==> config.mk <==
export PLATFORM = sky130hd
export DESIGN_NAME = seq_mult
export DESIGN_NICKNAME = d
export VERILOG_FILES = /design/src/rtl/seq_mult_pkg.sv /design/src/rtl/seq_mult_sign_adj.sv /design/src/rtl/seq_mult.sv
export SDC_FILE = /design/constraint.sdc
export NUM_CORES = 1
export LEC_CHECK = 0
export ABC_AREA = 0
export ABC_CLOCK_PERIOD_IN_PS = 1900
export CAP_MARGIN = 5
export CORE_UTILIZATION = 48
export CTS_BUF_LIST = sky130_fd_sc_hd__clkbuf_16
export DETAILED_ROUTE_END_ITERATION = 12
export GPL_TIMING_DRIVEN = 0
export PLACE_DENSITY = 0.76
export SYNTH_ARGS = -nofsm -noshare
export SYNTH_HDL_FRONTEND = slang
export SYNTH_SLANG_ARGS = --single-unit
==> constraint.sdc <==
create_clock -name clk -period 1.9 [get_ports clk]
set_input_delay 0.285 -clock clk [delete_from_list [all_inputs] [get_ports clk]]
set_output_delay 0.285 -clock clk [all_outputs]
set_load 0.01 [all_outputs]
==> src/rtl/seq_mult_pkg.sv <==
// Shared types and limits for the sequential shift-add multiplier.
package seq_mult_pkg;

  typedef enum logic [1:0] {
    IDLE = 2'd0,
    CALC = 2'd1,
    DONE = 2'd2
  } state_t;

  localparam int unsigned WIDTH_MIN = 2;
  localparam int unsigned WIDTH_MAX = 32;

endpackage

==> src/rtl/seq_mult_sign_adj.sv <==
// Two's complement magnitude extraction and product negation for signed multiplies.
// Instantiated by seq_mult only when SEQ_MULT_SIGNED_EN is defined.
module seq_mult_sign_adj #(
  parameter int unsigned WIDTH = 8
) (
  input  logic [WIDTH-1:0]   a,
  input  logic [WIDTH-1:0]   b,
  input  logic               signed_mode,
  output logic [WIDTH-1:0]   mag_a,
  output logic [WIDTH-1:0]   mag_b,
  output logic               neg,
  input  logic [2*WIDTH-1:0] prod_in,
  input  logic               neg_in,
  output logic [2*WIDTH-1:0] prod_out
);

  // The magnitude of the most negative value still fits as an unsigned WIDTH-bit number.
  always_comb begin
    mag_a    = (signed_mode && a[WIDTH-1]) ? (~a + 1'b1) : a;
    mag_b    = (signed_mode && b[WIDTH-1]) ? (~b + 1'b1) : b;
    neg      = signed_mode && (a[WIDTH-1] ^ b[WIDTH-1]);
    prod_out = neg_in ? (~prod_in + 1'b1) : prod_in;
  end

endmodule

==> src/rtl/seq_mult.sv <==
// Sequential shift-add multiplier, one multiplier bit per clock, fixed latency.
// Optional signed operation is enabled by defining SEQ_MULT_SIGNED_EN.
module seq_mult
  import seq_mult_pkg::*;
#(
  parameter int unsigned WIDTH = 8
) (
  input  logic               clk,
  input  logic               reset,
  input  logic               start,
  input  logic [WIDTH-1:0]   a,
  input  logic [WIDTH-1:0]   b,
  input  logic               signed_mode,
  output logic               busy,
  output logic               done,
  output logic [2*WIDTH-1:0] product
);

  localparam int unsigned CntW = $clog2(WIDTH + 1);

  if (WIDTH < WIDTH_MIN || WIDTH > WIDTH_MAX) begin : g_bad_width
    $error("seq_mult: WIDTH out of legal range");
  end

  state_t              state;
  logic [2*WIDTH:0]    acc;
  logic [2*WIDTH:0]    acc_nxt;
  logic [WIDTH:0]      sum;
  logic [WIDTH-1:0]    mcand;
  logic [CntW-1:0]     cnt;
  logic [CntW-1:0]     cnt_nxt;
  logic [WIDTH-1:0]    mag_a;
  logic [WIDTH-1:0]    mag_b;
  logic [2*WIDTH-1:0]  prod_fin;

  // Add into the upper WIDTH+1 bits, then shift the whole accumulator right in the same cycle.
  always_comb begin
    sum     = acc[2*WIDTH:WIDTH] + (acc[0] ? {1'b0, mcand} : '0);
    acc_nxt = {1'b0, sum, acc[WIDTH-1:1]};
    cnt_nxt = cnt + 1'b1;
  end

`ifdef SEQ_MULT_SIGNED_EN
  logic neg;
  logic neg_q;

  seq_mult_sign_adj #(
    .WIDTH (WIDTH)
  ) u_sign_adj (
    .a           (a),
    .b           (b),
    .signed_mode (signed_mode),
    .mag_a       (mag_a),
    .mag_b       (mag_b),
    .neg         (neg),
    .prod_in     (acc_nxt[2*WIDTH-1:0]),
    .neg_in      (neg_q),
    .prod_out    (prod_fin)
  );

  always_ff @(posedge clk or posedge reset) begin
    if (reset) begin
      neg_q <= 1'b0;
    end else if (state == IDLE && start) begin
      neg_q <= neg;
    end
  end
`else
  logic unused_signed_mode;

  assign unused_signed_mode = signed_mode;
  assign mag_a              = a;
  assign mag_b              = b;
  assign prod_fin           = acc_nxt[2*WIDTH-1:0];
`endif

  always_ff @(posedge clk or posedge reset) begin
    if (reset) begin
      state   <= IDLE;
      busy    <= 1'b0;
      done    <= 1'b0;
      product <= '0;
      cnt     <= '0;
      acc     <= '0;
      mcand   <= '0;
    end else begin
      done <= 1'b0;
      unique case (state)
        IDLE: begin
          if (start) begin
            state <= CALC;
            busy  <= 1'b1;
            cnt   <= '0;
            acc   <= {{(WIDTH + 1){1'b0}}, mag_a};
            mcand <= mag_b;
          end
        end
        CALC: begin
          acc <= acc_nxt;
          cnt <= cnt_nxt;
          // Final iteration: the product is taken from the post-shift accumulator.
          if (cnt_nxt == CntW'(WIDTH)) begin
            state   <= DONE;
            busy    <= 1'b0;
            done    <= 1'b1;
            product <= prod_fin;
          end
        end
        DONE: begin
          state <= IDLE;
        end
        default: begin
          state <= IDLE;
        end
      endcase
    end
  end

endmodule
==> results.sh, run 1 <==
export IMPL_status="finished with violations"
export IMPL_failed_checks="negative setup slack"
export IMPL_root_buffer="clkbuf_16"
export IMPL_drv_cap=0
export IMPL_ys_flop_type="dfrtp_1"
export IMPL_ctsHoldBuffers=0
export IMPL_min_path_type="in2async"
export IMPL_cp_end_kind="flip-flop"
export IMPL_h_tree_depth=2
export IMPL_synth_nets=251
export IMPL_drtIter0Drc=134
export IMPL_insertedDiodeCount=0
export IMPL_ff2ff_setup_slack_ps=-80
export IMPL_reg2reg_from="acc[0]"
export IMPL_placed_cell_area_mm2=0.00278
export IMPL_first_pass_iters=4
export IMPL_worstPathMaxFanout=6
export IMPL_regArea_mm2=0.00120
export IMPL_cts_sinks=48
export IMPL_port_buffers=36
export IMPL_p_sw_frac=0.349
export IMPL_dpl_worst_slack_ps=-182
export IMPL_stdcell_area_mm2=0.00311
export IMPL_drtAntennaViolNets=0
export IMPL_wl_met3_um=206
export IMPL_row_count=24
export IMPL_drc=0
export IMPL_grt_overflow=0
export IMPL_nets=304
export IMPL_crit_required_ps=2070
export IMPL_max_slew_margin_rel=0.747
export IMPL_fin_skew_ps=7.60
export IMPL_yosysTopAreaCell="dfrtp_1"
export IMPL_power_frac_comb=0.467
export IMPL_grt_usage=0.214
export IMPL_cts_buffers=5
export IMPL_num_vias=1788
export IMPL_ys_top_cells_by_area="dfrtp_1, nand2_1, ha_1"
export IMPL_grt_max_degree=40
export IMPL_wl_mm=4.95
export IMPL_peakVddDrop_v=0.000765
export IMPL_p_sw_mw=1.71
export IMPL_final_layout_size_suffix_gt1_frac=0.241
export IMPL_worst_pin_slew_ps=379
export IMPL_fp_coreArea_mm2=0.00450
export IMPL_area_growth_pct=34.4
export IMPL_synth_cell_types=42
export IMPL_arrival_ps=2150
export IMPL_cp_startpoint="acc[0]"
export IMPL_gp_congestion=0.824
export IMPL_syn_inst=221
export IMPL_synthArstFlopShare=1.00
export IMPL_p_int_mw=3.19
export IMPL_criticalPathCategory="reg2reg"
export IMPL_clk_pin_slew_ps=60
export IMPL_yosys_warnings=0
export IMPL_final_core_util=0.691
export IMPL_r2r_cells=7
export IMPL_period_share=1.04
export IMPL_cts_tree="built"
export IMPL_dpl_hpwl_mm=3.12
export IMPL_p_seq_frac=0.363
export IMPL_syn_area_mm2=0.00232
export IMPL_synth_edff_count=0
export IMPL_drt_met1_wl_mm=2.26
export IMPL_p_per_area_mw_per_mm2=1570
export IMPL_drv_slew=0
export IMPL_clock_latency_ps=290
export IMPL_fp_dieW_um=71.5
export IMPL_clkPwrFrac=0.170
export IMPL_synth_top_area_share=0.518
export IMPL_hold_violations=0
export IMPL_grt_antenna_before_repair=0
export IMPL_synth_seq_cells=48
export IMPL_p_leak_nw=1.44
export IMPL_ys_seq_area_frac=0.518
export IMPL_via_per_inst=5.48
export IMPL_rsz0062_at_grt="yes"
export IMPL_wl_met2_mm=2.39
export IMPL_fin_crit_ps=1980
export IMPL_grt_first_pass_wirelength_mm=8.18
export IMPL_max_freq_mhz=505
export IMPL_dieArea_mm2=0.00511
export IMPL_timing_rr_end="product[11]"
export IMPL_tns_ps=-282
export IMPL_start_util=0.514
export IMPL_fin_ws_ps=-80.3
export IMPL_setup_violations=8
export IMPL_wl_per_cell_um=15.2
export IMPL_synth_avg_cell_area_um2=10.5
export IMPL_top_layer_used="met4"
export IMPL_ios=38
export IMPL_grt_pass1_vias=1695
export IMPL_multiInputGateArea_mm2=0.00119
export IMPL_die_h_um=71.5
export IMPL_cts_buffer_depth=2
export IMPL_start_kind="flip-flop"
export IMPL_fill_cells=354
## Yosys cell counts, types with 3 or more instances
library cell	count
nand2_1	49
dfrtp_1	48
o21ai_0	20
a21oi_1	11
mux2_2	10
and2_1	9
ha_1	9
and3b_1	7
buf_2	6
a22o_1	4
a211oi_1	3
a21o_1	3
inv_1	3
nand3_1	3
## placed cells by master (no fill, tap or decap), drive strengths merged, types with 2 or more instances in the layout
master | netlist | layout
a211oi | 3 | 3
a211o | 2 | 2
o31ai | 2 | 2
mux2 | 10 | 10
a21o | 5 | 5
dfrtp | 48 | 48
and3b | 7 | 7
o21ai | 20 | 20
xnor2 | 2 | 2
xor2 | 2 | 2
o21bai | 2 | 2
a21oi | 13 | 13
clkbuf | 2 | 7
buf | 8 | 18
nand3 | 3 | 3
nor2 | 2 | 2
clkdlybuf4s50 | 0 | 36
a22o | 4 | 4
and2 | 9 | 9
nand2 | 49 | 49
inv | 3 | 4
ha | 9 | 9
## metal layers
metal,up-vias,global-route usage
li1,875,-
met3,8,0.0605
met1,865,0.279
met4,0,0.0719
met2,40,0.346
met5,-,0
## registers in the layout, indices dropped and copies added (netlist names)
signal   count
acc         16
cnt          4
done         1
product     16
busy         1
state        2
mcand        8
## stage by stage
step	hold WS [ps]	power (mW)	std cells
after detailed placement	461	3.65	310
after global placement	458	3.59	309
final	232	4.90	326
after global routing	251	5.24	326
after CTS	248	4.73	323
after floorplan	437	2.98	221
## worst max path at each step
stage	to	depth (start not counted)
after floorplan	acc[14]	6
after global placement	mcand[6]	2
after detailed placement	acc[13]	7
after CTS	product[11]	7
after global routing	product[11]	7
final	product[11]	7
## kinds of logic (layout without fill, tap and decap cells)
| group | count (synthesis) | in the layout | synth area share |
|---|---|---|---|
| and+or+nand+nor | 80 | 80 | 0.170 |
| muxes | 11 | 11 | 0.0529 |
| adders and majority gates | 10 | 10 | 0.0572 |
| DFF | 48 | 48 | 0.518 |
| xor gates and xnor gates | 4 | 4 | 0.0151 |
| AOI/OAI and AO/OA | 55 | 55 | 0.157 |
| buffers and inverters | 13 | 66 | 0.0292 |
## worst max-delay path, cell delays in order, from the launching register on
cell     delay (ps)
dfrtp_2         450
and2_4          170
ha_4            160
fa_2            390
a21o_2          220
a21oi_4         140
xnor2_2          80
mux2_4          260
## power groups by stage
stage | clock, mW | sequential (mW) | combinational (mW)
2_1_floorplan | 0 | 1.79 | 1.19
3_3_place_gp | 0 | 1.77 | 1.83
3_5_place_dp | 0 | 1.78 | 1.88
4_1_cts | 0.840 | 1.78 | 2.10
5_1_grt | 0.889 | 1.84 | 2.51
6_report | 0.833 | 1.78 | 2.29
## layout make-up
cell class	count	share of cell area
multi-input cells	160	0.383
plain buffers	10	0.0181
clock buffers	5	0.0402
repair buffers	46	0.145
clock inverters	2	0.00281
well taps	52	0.0209
inverters	3	0.00362
flip-flops and latches	48	0.386
## timing repair
action | CTS | global route
pin swaps | 12 | 10
resized for setup | 17 | 13
buffers inserted | 6 | 3
endpoints found under the setup margin | 9 | 9
No activity file was read; power rests on OpenSTA's default activity.
==> run 2, diff against run 1 <==
Settings changed: ABC_CLOCK_PERIOD_IN_PS 1900 to default, CORE_ASPECT_RATIO from default to 0.8.
==> run 2 against run 1 <==
Sequential cell count stayed put. Largest power group unchanged. Via count is 4.8% higher. Clock power increased by 20%. Maximum frequency shrank 0.76%. Clock skew shrank 2.5 ps. The run still ends with negative setup slack left. Final cell count grew 4.0%. Critical path depth unchanged.
==> results.sh, run 2 (synthesized netlist as in run 1, its figures left out) <==
export IMPL_holdWs_ps=257
export IMPL_gp_congestion=0.855
export IMPL_rsz0062_at_grt="yes"
export IMPL_status="finished with violations"
export IMPL_wl_mm=5.53
export IMPL_fin_crit_ps=2000
export IMPL_drtAntennaViolNets=0
export IMPL_die_h_um=64.1
export IMPL_fin_skew_ps=5.14
export IMPL_num_vias=1873
export IMPL_cts_buffers=5
export IMPL_final_cell_mix="nand2_1, dfrtp_1, clkdlybuf4s50_1, o21ai_0, buf_4"
export IMPL_period_share=1.05
export IMPL_power_mw=5.34
export IMPL_fin_ws_ps=-95.5
export IMPL_via_per_inst=5.53
export IMPL_clk_pin_slew_ps=70
export IMPL_fp_dieW_um=79.7
export IMPL_row_count=22
export IMPL_setup_violations=7
export IMPL_h_tree_depth=2
export IMPL_grt_antenna_before_repair=0
export IMPL_port_buffers=36
export IMPL_timing_rr_end="acc[14]"
export IMPL_grt_overflow=0
export IMPL_worstPathMaxFanout=6
export IMPL_grt_first_pass_wirelength_mm=9.25
export IMPL_p_per_area_mw_per_mm2=1640
export IMPL_cp_end_kind="flip-flop"
export IMPL_hold_violations=0
export IMPL_worst_path_largest_cell_delay_ps=440
export IMPL_drv_slew=0
export IMPL_worst_pin_slew_ps=418
export IMPL_peakVddDrop_v=0.000919
export IMPL_final_layout_size_suffix_gt1_frac=0.269
export IMPL_cts_tree="built"
export IMPL_grt_usage=0.242
export IMPL_cp_slowest_cell="dfrtp_2"
export IMPL_clock_latency_ps=290
export IMPL_wl_per_cell_um=16.3
export IMPL_insertedDiodeCount=0
export IMPL_criticalPathCategory="reg2reg"
export IMPL_dpl_hpwl_mm=3.31
export IMPL_r2r_cells=7
export IMPL_cts_sinks=48
export IMPL_fp_coreArea_mm2=0.00462
export IMPL_drc=0
export IMPL_max_slew_margin_rel=0.722
export IMPL_crit_chain="buf_12 -> and2_4 -> ha_4 -> a21oi_4 -> a211oi_2 -> or3_1 -> a32o_2"
export IMPL_grt_pass1_vias=1885
export IMPL_cp_num_buf_inv=1
export IMPL_first_pass_iters=4
export IMPL_critPathTopFamily="compound AO/OA/AOI/OAI gates"
export IMPL_area_growth_pct=40.7
export IMPL_crit_required_ps=2080
export IMPL_nets=308
export IMPL_min_path_type="in2async"
export IMPL_tns_ps=-526
export IMPL_drv_cap=0
export IMPL_top_regs="acc: 16 flops, product: 16 flops, mcand: 8 flops"
export IMPL_p_leak_nw=1.47
export IMPL_max_freq_mhz=501
export IMPL_failed_checks="negative setup slack"
export IMPL_root_buffer="clkbuf_16"
export IMPL_grt_max_degree=37
export IMPL_cts_buffer_depth=2
export IMPL_start_util=0.501
export IMPL_reg2reg_from="acc[0]"
export IMPL_ff2ff_setup_slack_ps=-100
export IMPL_final_common_cell="nand2_1"
export IMPL_start_kind="flip-flop"
export IMPL_drtIter0Drc=124
export IMPL_ios=38
export IMPL_arrival_ps=2170
export IMPL_dieArea_mm2=0.00511
==> run 2: per-layer routing <==
layer / share of wire / track usage / vias to the layer above
met5: 0 / 0 / -
met4: 0.013 / 0.0795 / 0
met3: 0.031 / 0.0429 / 9
met2: 0.48 / 0.369 / 43
met1: 0.48 / 0.349 / 934
li1: - / - / 887
==> run 2: what timing repair did <==
item	4_1_cts	5_1_grt
resized for setup	30	8
pin swaps	17	15
hold buffers	0	0
endpoints found under the setup margin	11	11
buffers inserted	10	3
==> run 2: worst register-to-register path: cells and delay by family (launching register included) <==
kind,cells,cell delay [ps]
AOI/OAI and AO/OA,3,530
adders and majority gates,1,240
buffers and inverters,1,150
DFF,1,440
and+or+nand+nor,2,520
==> run 2: report_power, final <==
part | switching [mW] | internal, mW | total, mW
Sequential | 0.329 | 1.48 | 1.81
Combinational | 1.16 | 1.37 | 2.53
Clock | 0.383 | 0.618 | 1.00
==> run 2: layout make-up <==
type | count | area (um2)
fillers | 348 | 1360
multi-input cells | 160 | 1250
flip-flops and latches | 48 | 1200
repair buffers | 50 | 498
clock buffers | 5 | 125
well taps | 60 | 75.1
plain buffers | 10 | 56.3
clock inverters | 3 | 42.5
inverters | 3 | 11.3
==> run 2: worst max path at each step <==
stage	startpoint	to	slack, ps	depth (start not counted)
6_report	acc[0]	acc[14]	-100	7
3_5_place_dp	acc[0]	acc[13]	-270	7
2_1_floorplan	acc[0]	acc[14]	-3	6
3_3_place_gp	reset	mcand[2]	-500	2
4_1_cts	acc[0]	acc[14]	-110	8
5_1_grt	acc[0]	acc[13]	-170	7
==> run 2: stage by stage <==
stage / instances / util / setup WS (ps) / area (um2)
3_3_place_gp: 317 / 0.598 / -497 / 2770
3_5_place_dp: 318 / 0.603 / -271 / 2790
5_1_grt: 339 / 0.705 / -168 / 3260
2_1_floorplan: 221 / - / -2.96 / 2330
4_1_cts: 336 / 0.690 / -114 / 3190
6_report: 339 / 0.705 / -95.5 / 3260
